<file path="config.mk">
export PLATFORM = sky130hd
export DESIGN_NAME = cache_control
export DESIGN_NICKNAME = d
export VERILOG_FILES = /design/src/rtl/lc3b_types.sv /design/src/rtl/cache_control.sv
export SDC_FILE = /design/constraint.sdc
export NUM_CORES = 1
export LEC_CHECK = 0
export ABC_AREA = 1
export BUFFER_PORTS_ARGS = -buffer_cell sky130_fd_sc_hd__buf_2
export CAP_MARGIN = 30
export CORE_AREA = 3 3 40 42
export CTS_CLUSTER_SIZE = 40
export DETAILED_ROUTE_END_ITERATION = 12
export DIE_AREA = 0 0 43 45
export GPL_TIMING_DRIVEN = 0
export PLACE_DENSITY_LB_ADDON = 0.08
export SLEW_MARGIN = 20
export SYNTH_ARGS = -nofsm -noshare
export SYNTH_HDL_FRONTEND = slang
export SYNTH_SLANG_ARGS = --single-unit
</file>
<file path="constraint.sdc">
create_clock -name clk -period 1.9 [get_ports clk]
set_input_delay 0.38 -clock clk [delete_from_list [all_inputs] [get_ports clk]]
set_output_delay 0.38 -clock clk [all_outputs]
set_load 0.02 [all_outputs]
</file>
<file path="src/rtl/lc3b_types.sv">
// lc3b_types: shared cache controller state encoding and physical-address select codes.
package lc3b_types;
  typedef enum logic [1:0] {IDLE, WRITEBACK, ALLOCATE} cache_state_t;
  localparam logic [1:0] PMEM_SEL_W1  = 2'b00;
  localparam logic [1:0] PMEM_SEL_W2  = 2'b01;
  localparam logic [1:0] PMEM_SEL_CPU = 2'b10;
endpackage

</file>
<file path="src/rtl/cache_control.sv">
// cache_control: 2-way write-back cache sequencer; decodes hits, drives array strobes and the pmem handshake.
module cache_control
  import lc3b_types::*;
(
  input  logic       clk,
  input  logic       reset,
  input  logic       mem_read,
  input  logic       mem_write,
  output logic       mem_resp,
  output logic       pmem_read,
  output logic       pmem_write,
  input  logic       pmem_resp,
  input  logic       ishit_w1,
  input  logic       ishit_w2,
  input  logic       isdirty_w1,
  input  logic       isdirty_w2,
  input  logic       lru_out,
  output logic       load_lru,
  output logic       lru_in,
  output logic       load_dirty_w1,
  output logic       load_valid_w1,
  output logic       load_tag_w1,
  output logic       load_datastore_w1,
  output logic       load_dirty_w2,
  output logic       load_valid_w2,
  output logic       load_tag_w2,
  output logic       load_datastore_w2,
  output logic       dirty_array_w1_in,
  output logic       dirty_array_w2_in,
  output logic       datastore_in_mux_sel,
  output logic [1:0] pmem_address_mux_sel
);
  cache_state_t r_state, w_next;
  logic w_req, w_hit, w_victim_dirty, w_hit_cyc, w_wr_hit, w_fill;
  assign w_req          = mem_read | mem_write;
  assign w_hit          = ishit_w1 | ishit_w2;
  assign w_victim_dirty = lru_out ? isdirty_w2 : isdirty_w1;
  assign w_hit_cyc      = (r_state == IDLE) && w_req && w_hit;
  assign w_wr_hit       = w_hit_cyc && mem_write;
  assign w_fill         = (r_state == ALLOCATE) && pmem_resp;
  always_ff @(posedge clk) begin
    r_state <= reset ? IDLE : w_next;
  end
  always_comb begin
    w_next = IDLE;
    case (r_state)
      IDLE:      w_next = (w_req && !w_hit) ? (w_victim_dirty ? WRITEBACK : ALLOCATE) : IDLE;
      WRITEBACK: w_next = pmem_resp ? ALLOCATE : WRITEBACK;
      ALLOCATE:  w_next = pmem_resp ? IDLE : ALLOCATE;
      default:   w_next = IDLE;
    endcase
  end
  // way 2 wins a double hit, matching the datapath read mux
  always_comb begin
    mem_resp             = w_hit_cyc;
    load_lru             = w_hit_cyc;
    lru_in               = w_hit_cyc && !ishit_w2;
    pmem_write           = r_state == WRITEBACK;
    pmem_read            = r_state == ALLOCATE;
    datastore_in_mux_sel = w_wr_hit;
    dirty_array_w1_in    = w_wr_hit && !ishit_w2;
    dirty_array_w2_in    = w_wr_hit && ishit_w2;
    load_datastore_w1    = (w_wr_hit && !ishit_w2) || (w_fill && !lru_out);
    load_datastore_w2    = (w_wr_hit && ishit_w2) || (w_fill && lru_out);
    load_dirty_w1        = load_datastore_w1;
    load_dirty_w2        = load_datastore_w2;
    load_tag_w1          = w_fill && !lru_out;
    load_tag_w2          = w_fill && lru_out;
    load_valid_w1        = load_tag_w1;
    load_valid_w2        = load_tag_w2;
    pmem_address_mux_sel = (r_state == WRITEBACK) ? (lru_out ? PMEM_SEL_W2 : PMEM_SEL_W1) : PMEM_SEL_CPU;
  end
endmodule

</file>
After elaboration in Yosys (flattened, before gate mapping)
Index checks and enable logic that the tools add are counted.

Equal/unequal tests: 2. Muxes and demuxes: 8. Bitwise operators: 2. Reduce and logical (&&, ||, !) cells: 16.

Operators with widths (number): logical AND 1 bit (10); 2-to-1 mux 2 bit (5); case mux 2 bit (3 select lines) (1); logical NOT 1 bit (3); == test 2 x 1 -> 1 bit (second input constant) (1); == test 2 bit (second input constant) (1); logical NOT 2 bit (1); logical OR 1 bit (2); 2-to-1 mux 1 bit (2); OR 1 bit (2).

Register bits: 2. Bits of input ports: 10. Word-level logic and storage cells: 29.

Logic depth before layout (Yosys ltp)
Word-level depth: 6. Gate-level depth with buffers: 7. Depth with buffers taken out: 6.

Worst setup path before layout
No wires, ideal clock.

Path type: input-to-output. Start: input port ishit_w2. End: output port load_dirty_w2. Data arrival time: 1191 ps. Required time: 1520 ps. Path slack: 329 ps. Stages on the path: 7. Path buffers: 1. Cells stage by stage: inv_1 -> nand2_2 -> nand2_2 -> nor2_4 -> nand3_2 -> nand2_1 -> buf_4.

Cells in the longest elaborated chain, start to end: 5.

Ends and longest elaborated chain: from (decl) (RTL line cache_control.sv:14) `input logic ishit_w2,`; OR 1 bit (RTL line cache_control.sv:36) `assign w_hit = ishit_w1 | ishit_w2;`; logical AND 1 bit (RTL line cache_control.sv:38) `assign w_hit_cyc = (r_state == IDLE) && w_req && w_hit;`; named net load_lru (RTL line cache_control.sv:18) `output logic load_lru,`; logical AND 1 bit (RTL line cache_control.sv:39) `assign w_wr_hit = w_hit_cyc && mem_write;`; logical AND 1 bit (RTL line cache_control.sv:64) `load_datastore_w2 = (w_wr_hit && ishit_w2) || (w_fill && lru_out);`; logical OR 1 bit (RTL line cache_control.sv:64); to (decl) (RTL line cache_control.sv:24) `output logic load_dirty_w2,`.

The timed path passes the listed nets, and every way through them passes these cells.

Worst setup path in the final report
Start: register r_state[1]. End: output port load_dirty_w2.

Cells in the longest elaborated chain, start to end: 6. Elaborated cells on any way between the ends: 9. Classes of those cells: eq/ne: 1; reduce/logical: 8.

Ends and longest elaborated chain: from (decl) (RTL line cache_control.sv:33) `cache_state_t r_state, w_next;`; from (signal assigned) (RTL line cache_control.sv:42) `r_state <= reset ? IDLE : w_next;`; logical NOT 2 bit (RTL line cache_control.sv:38); logical AND 1 bit (2 in series) (RTL line cache_control.sv:38); logical AND 1 bit (RTL line cache_control.sv:39); logical AND 1 bit (RTL line cache_control.sv:64); logical OR 1 bit * (RTL line cache_control.sv:64).

Every way passes the cells marked *; elsewhere a longest branch is shown, timed or not.

==> impl_metrics.ini <==
[detailed_routing]
viasPerCell = 3.74
wl_um = 732
antenna_left = 0
drc_errors = 0
first_iter_violations = 4
via_count = 359
wire_per_inst_um = 7.63
first_pass_iters = 4

[sta]
rsz0062_at_grt = false
relSlewSlack = 0.863
fin_crit_ns = 1.72
finalSetupTns_ns = 0
min_period_over_period = 0.903
timing.fmax_ghz = 0.583
tightest_slew_ns = 0.205
hold_viol = 0
report.final.slew_viol_count = 0
fin_skew_ns = 0.00287
finalSetupViolations = 0

[floorplan]
rows = 13
die-height_um = 45
ios = 28
die_width_um = 43
dieArea_um2 = 1940
coreArea_um2 = 1280
initial_core_util = 0.220

[final_layout]
largest_register_ffs = 2
reg_top3 = r_state: 2 flops
drive_gt1_frac = 0.568
areaGrowthSynthToFinish_pct = 62.4
top_register = r_state
final_nets = 93
antenna_cells = 0

[worst_setup_path]
end_kind = output port
path_class = reg -> out
crit_fanout = 5
cp-start-kind = flop
critPathRequiredTime_ns = 1.52
critical_path_arrival_ns = 1.34
reg2reg_depth = 4

[clock_tree]
post_cts_buffers = 0
htree_levels = 1
ctsResizeCount = 0
cts_buffer_depth = 2
cts_tree = built
insertion_delay_ns = 0.22
clk_pin_slew_ns = 0.03
ctsHoldBuffers = 0
cts-root-buf = clkbuf_4
cts.sinks = 2
cts_buffers = 3

[power_and_ir_drop]
power.density_nw_per_um2 = 551
vdd_drop_max_v = 0.000188
power.total_uw = 253
p_leak_uw = 0.000326

[logic_synthesis]
netlist_area_um2 = 283
postSynthAreaPerCell_um2 = 5.54
synth_warnings = 0
synth-seq-cells = 2
synth_cell_types = 15
syn_nets = 61
synth.largest_area_cell = dfxtp_1
netlist_instances = 51
synth.top_cell.area_share = 0.142
synth.area.top_cells = dfxtp_1 (14%), buf_4 (13%), inv_1 (13%), nand2_1 (12%), nor2_2 (8.8%)
seq_area_frac_synth = 0.142

[worst_hold_path]
min_path_cells = 2
hp-class = in -> reg

[job]
drv_cap = 0

[grt]
grt_pass1_vias = 324
grtUsageTotal = 0.0822
antenna_found_initial = 0
grt_overflow = 0
grt_pass1_wl_um = 1170
grt_max_degree = 6

[status]
status = complete, no violations

[placed_design]
io_buffers = 27
routabilityCongestion = 0.748
dp_hpwl_um = 642
## path summary, 6_finish.rpt
kind / start / to / slack [ns]
worst max-delay path: r_state[1] / load_dirty_w2 / 0.18
worst min-delay path: reset / r_state[0] / 0.33
worst max register to register: r_state[0] / r_state[0] / 1.06
worst min register to register: r_state[0] / r_state[1] / 0.60
## where the power goes
| part | internal, µW | switching [µW] |
|---|---|---|
| logic | 43.0 | 69.1 |
| clock network | 69.7 | 23.7 |
| registers | 44.8 | 2.96 |
## synth_stat cells
library cell and number:
nor2_2 4, nor2_4 1, nand3_1 3, o21ai_0 1, nand2_1 9, nand3_2 1, inv_1 10, nor2_1 6
a21oi_1 2, dfxtp_1 2, nand2_2 2, buf_4 5, o21ai_1 1, inv_2 3, nand4_1 1
## layout make-up
type / instances / area [µm²]
buffer: 5 / 37.5
tap: 15 / 18.8
clock buffer: 3 / 22.5
timing repair buffer: 27 / 135
multi-input combinational: 31 / 156
sequential: 2 / 40.0
inverter: 13 / 48.8
fill: 154 / 826
## layer usage
layer | wire length (µm) | up-vias | GRT usage
li1 | - | 207 | -
met1 | 321 | 138 | 0.0907
met2 | 342 | 14 | 0.123
met3 | 69 | 0 | 0.0199
met4 | 0 | 0 | 0.0904
met5 | 0 | - | 0
## placed cells by master (no fill, tap or decap)
cell type,instances
inv_1,10
buf_2,27
nor2_2,4
clkbuf_4,3
buf_4,5
o21ai_1,1
nor2_1,6
inv_2,3
nand3_2,1
nand2_1,9
nand2_2,2
a21oi_1,2
o21ai_0,1
dfxtp_1,2
nand3_1,3
nand4_1,1
nor2_4,1
## stage by stage
step,instance area (µm²),cells,hold WS (ns),utilization,worst slack [ns]
2_1_floorplan,283,51,0.449,-,0.329
3_3_place_gp,437,93,0.553,0.340,0.255
3_5_place_dp,437,93,0.556,0.340,0.256
4_1_cts,459,96,0.321,0.357,0.157
5_1_grt,459,96,0.323,0.357,0.0500
6_report,459,96,0.328,0.357,0.183
## worst max-delay path, cell delays in order (launching register included)
cell,delay (ns)
dfxtp_1,0.34
nor2_2,0.15
nand2_2,0.09
nor2_4,0.13
nand3_2,0.08
nand2_1,0.08
buf_4,0.10
buf_2,0.14
## cell families (layout without fill, tap and decap cells)
group / count (synthesis) / in the layout / share of synthesized area
AO/OA/AOI/OAI: 4 / 4 / 0.0708
flip-flops: 2 / 2 / 0.142
AND/OR/NAND/NOR: 27 / 27 / 0.482
buffers and inverters: 18 / 48 / 0.305
Note: power is estimated with default switching activity, not from simulation.
